[src/rtl/fifo_wr_arbiter.sv]
// Round-robin arbiter sharing one async-FIFO write port among NREQ producers.
// A winner keeps the port for up to MAXBURST words; wfull stalls it in place.
module fifo_wr_arbiter #(
  parameter int NREQ     = 4,
  parameter int DSIZE    = 8,
  parameter int MAXBURST = 4
) (
  input  logic                    wclk,
  input  logic                    wrst_n,
  input  logic [NREQ-1:0]         req,
  input  logic [NREQ*DSIZE-1:0]   req_data,
  output logic [NREQ-1:0]         gnt,
  input  logic                    wfull,
  output logic                    winc,
  output logic [DSIZE-1:0]        wdata,
  output logic                    busy,
  output logic [$clog2(NREQ)-1:0] owner
);

  localparam int OW = $clog2(NREQ);
  localparam int CW = $clog2(MAXBURST + 1);
  localparam logic [CW-1:0] CNT_LAST = CW'(MAXBURST - 1);
  localparam logic [OW-1:0] OWNER_RST = OW'(NREQ - 1);

  typedef enum logic [0:0] {IDLE = 1'b0, BURST = 1'b1} state_t;

  state_t           state_q, state_d;
  logic [OW-1:0]    owner_q, owner_d;
  logic [CW-1:0]    cnt_q, cnt_d;
  logic [OW-1:0]    pick_s;
  logic             found_s;
  logic             winc_s;
  logic [DSIZE-1:0] slot_s [NREQ];

  for (genvar g = 0; g < NREQ; g++) begin : g_slot
    assign slot_s[g] = req_data[g*DSIZE +: DSIZE];
  end

  // Round-robin search: first requester strictly after the pointer, wrapping.
  always_comb begin
    pick_s  = owner_q;
    found_s = 1'b0;
    for (int k = 1; k <= NREQ; k++) begin
      if (!found_s && req[OW'((int'(owner_q) + k) % NREQ)]) begin
        pick_s  = OW'((int'(owner_q) + k) % NREQ);
        found_s = 1'b1;
      end else begin
        found_s = found_s;
      end
    end
  end

  // Write strobe and next-state logic.
  always_comb begin
    winc_s  = (state_q == BURST) && req[owner_q] && !wfull;
    state_d = state_q;
    owner_d = owner_q;
    cnt_d   = cnt_q;
    case (state_q)
      IDLE: begin
        if (found_s) begin
          owner_d = pick_s;
          cnt_d   = {CW{1'b0}};
          state_d = BURST;
        end else begin
          state_d = IDLE;
        end
      end
      BURST: begin
        if (!req[owner_q]) begin
          // Early release: owner stays as the round-robin pointer.
          state_d = IDLE;
          cnt_d   = {CW{1'b0}};
        end else if (wfull) begin
          state_d = BURST;
        end else if (cnt_q == CNT_LAST) begin
          state_d = IDLE;
          cnt_d   = {CW{1'b0}};
        end else begin
          cnt_d = cnt_q + CW'(1);
        end
      end
      default: begin
        state_d = IDLE;
        cnt_d   = {CW{1'b0}};
      end
    endcase
  end

  // State registers.
  always_ff @(posedge wclk or negedge wrst_n) begin
    if (!wrst_n) begin
      state_q <= IDLE;
      owner_q <= OWNER_RST;
      cnt_q   <= {CW{1'b0}};
    end else begin
      state_q <= state_d;
      owner_q <= owner_d;
      cnt_q   <= cnt_d;
    end
  end

  assign winc  = winc_s;
  assign gnt   = winc_s ? (NREQ'(1) << owner_q) : {NREQ{1'b0}};
  assign wdata = slot_s[owner_q];
  assign busy  = (state_q == BURST);
  assign owner = owner_q;

endmodule

[config.mk]
export PLATFORM = sky130hd
export DESIGN_NAME = fifo_wr_arbiter
export DESIGN_NICKNAME = d
export VERILOG_FILES = /design/src/rtl/fifo_wr_arbiter.sv
export SDC_FILE = /design/constraint.sdc
export NUM_CORES = 1
export LEC_CHECK = 0
export ABC_AREA = 0
export CORE_MARGIN = 3
export CORE_UTILIZATION = 30
export DETAILED_ROUTE_END_ITERATION = 7
export GPL_TIMING_DRIVEN = 0
export MAX_ROUTING_LAYER = met4
export PLACE_DENSITY = 0.82
export SLEW_MARGIN = 0
export SYNTH_ARGS = -nofsm -noshare
export SYNTH_HDL_FRONTEND = slang
export SYNTH_SLANG_ARGS = --single-unit
[constraint.sdc]
create_clock -name wclk -period 2.4 [get_ports wclk]
set_input_delay 0.48 -clock wclk [delete_from_list [all_inputs] [get_ports wclk]]
set_output_delay 0.48 -clock wclk [all_outputs]
set_load 0.02 [all_outputs]
==> impl_results.md <==
* Outcome: finished, final reports clean
* Hold WC Path Type: primary input to async pin
* #FFs+latches synth at 6
* Setup Skew at 0.00516 ns
* WP depth at 5
* Syn_area_per_cell at 12.0 sq um
* CP peak stage delay at 0.59 ns
* Pleak at 0.000602 uW
* Max VDD drop at 796 uV
* Vias in the first global route at 890
* Met1 Resource Use GR at 21.6%
* CP Cell Sequence: mux4_2, nand2_4, nor2_4, and2_1, buf_4
* Gate count after technology mapping at 62
* Max Freq at 0.429 GHz
* Cell area after placement at 0.00135 sq mm
* CP startpoint: owner[0]
* Dpl cells at 144
* Area Overhead vs Synth at 92.4%
* Port Buf Inserts at 54
* WHS at 0.478 ns
* Post-DP HPWL at 1.91 mm
* Clock buffer depth at 2
* RePlAce Congestion at 0.804
* Top delay family on crit path: flip-flops
* Clk pin slew, worst setup/hold paths at 0.05 ns
* Global-route layer with the greatest usage: met2
* Slowest CP cell: dfstp_2
* Post-route design area at 0.00143 sq mm
* Reg-to-Reg Start: owner[1]
* Setup tns final at 0 ns
* WL final at 2.47 mm
* Max FO, Critical Path at 6
* DIE HEIGHT at 55.7 um
* Cell Count, Final, Fillers Out at 154
* Largest net degree at the start of global routing at 11
* Async S/R FF share, synth at 100%
* FP Rows at 17
* Post-synth EDFFs at 0
* Commonest non-fill, non-tap cell in the layout: clkdlybuf4s50_1
* Total number of vias at 788
* Distinct cells, synth at 29
* Layout Nets at 171
* Global-route wire length before repair at 4.36 mm
* All-layer global routing usage at 17.8%
* Starting Density at 32.6%
* Detailed Routing Iterations Pass 1 at 4
* FF-to-FF End: cnt_q[1]
* Final Util at 62.7%
* Routed len/inst at 16.0 um
* Die Width at 55.7 um
* Final Setup Violations at 0
* Top-Level Pins at 55
* R2r worst-path depth at 7
* 1st-iter DRT viols at 14
* CP endpoint: gnt[0]
* CP Data Arrival Time at 1.85 ns
* Clock buffer count from CTS at 3
* Mapped Nets at 106
* Final ANT Viol Nets at 0
* Aggregate global routing overflow at 0
* Met2 Use GR at 32.3%
* Share of layout cells above drive strength 1 at 30.2%
* CTS tree: built
* GRT met3 Usage at 1.39%
* Slew Viols, Final at 0
* Startpoint Class: flip-flop
* Mapped cell area at 742 sq um
* Rel. slew slack at 79.8%
* CORE AREA at 0.00228 sq mm
* Main flop type after synthesis: dfrtp_1
* Reg-to-reg setup timing slack at 0.09 ns
* Post-route clock period utilization at 97.1%
* H-tree depth at 1
* CP Buf/Inv Count at 1
* Synth Warn # at 0
* Worst Path Required at 1.92 ns
* Min Tclk post-route at 2.33 ns
* Die ar. at 0.00311 sq mm
* Max Cap Viol at 0
* Antenna violations before repair at 0
* Worst-Skew Late Latency at 0.25 ns
* Pwr Density at 1110 mW/mm^2
* Drc violations at 0
* Most frequent cells in the layout: clkdlybuf4s50_1, mux4_2, dlygate4sd2_1
* Final Hold Viols at 0
* Antenna Cells at 0
* Setup CP Type: flip-flop to primary output
* Root buf cell: clkbuf_4
* Register area share after synthesis at 20.6%
* Worst slew pin tran at 0.302 ns
* CP Capture Type: primary output
* Via density at 5.12
* CTS Sinks at 6
==> sequential cells by signal (all words and copies together) (netlist names) <==
name	flops
busy	1
cnt_q	3
owner	2
==> stage by stage <==
| stage | worst slack, ns | total power [uW] |
|---|---|---|
| 3_5_place_dp | -0.598 | 1410 |
| 2_1_floorplan | 0.0384 | 1000 |
| 5_1_grt | -0.000647 | 1700 |
| 3_3_place_gp | -0.569 | 1380 |
| 6_report | 0.0696 | 1580 |
| 4_1_cts | 0.0265 | 1550 |
==> cells in the mapped netlist (2+ instances only) <==
cell / instances / area share, %
mux4_2: 12 / 36
ha_1: 5 / 8.4
and2_1: 4 / 3.4
dfrtp_1: 4 / 13
inv_1: 4 / 2.0
a21oi_1: 3 / 2.0
nor2_1: 3 / 1.5
o21ai_0: 3 / 2.0
dfstp_2: 2 / 7.1
mux2i_1: 2 / 2.7
nand2_1: 2 / 1.0
==> worst min-delay path by stage <==
stage                   from  endpoint
CTS                 cnt_q[2]  cnt_q[2]
global placement    cnt_q[2]  cnt_q[2]
detailed placement  cnt_q[2]  cnt_q[2]
global route          wrst_n  cnt_q[0]
finish                wrst_n  cnt_q[0]
floorplan             wrst_n      busy
==> metal layers <==
metal / part of all wire, % / wire [um]
met4: 0 / 0
met5: 0 / 0
met2: 57 / 1420
met3: 2.8 / 68
met1: 40 / 982
==> power breakdown <==
group	internal (uW)	leakage (uW)	total (uW)	switching, uW
clock	63.3	0.0000150	105	41.3
combinational	682	0.000514	1280	595
sequential	154	0.0000731	203	48.8
total	900	0.000602	1580	685
==> repair_timing <==
item | 4_1_cts | 5_1_grt
pin swaps | 1 | 1
buffers inserted | 5 | 2
resized for setup | 37 | 9
setup endpoints to repair | 15 | 15
hold buffers | 0 | 0
==> layout make-up <==
type / count / area (sq um)
Buffer: 2 / 33.8
Clock buffer: 4 / 26.3
Fill cell: 183 / 848
Inverter: 4 / 15.0
Multi-Input combinational cell: 49 / 582
Sequential cell: 6 / 153
Tap cell: 28 / 35.0
Timing Repair Buffer: 61 / 583
==> cell families (layout without fill, tap and decap cells) <==
family / count (synthesis) / count (layout) / share of synthesized area [%]
AO/OA/AOI/OAI: 14 / 14 / 13.8
XOR/XNOR: 1 / 1 / 1.18
adder cells (fa/ha/maj): 5 / 5 / 8.43
buffers and inverters: 7 / 71 / 4.72
flip-flops: 6 / 6 / 20.6
multiplexers: 15 / 15 / 40.6
AND/OR/NAND/NOR: 14 / 14 / 10.6
Note: power is estimated with default switching activity, not from simulation.
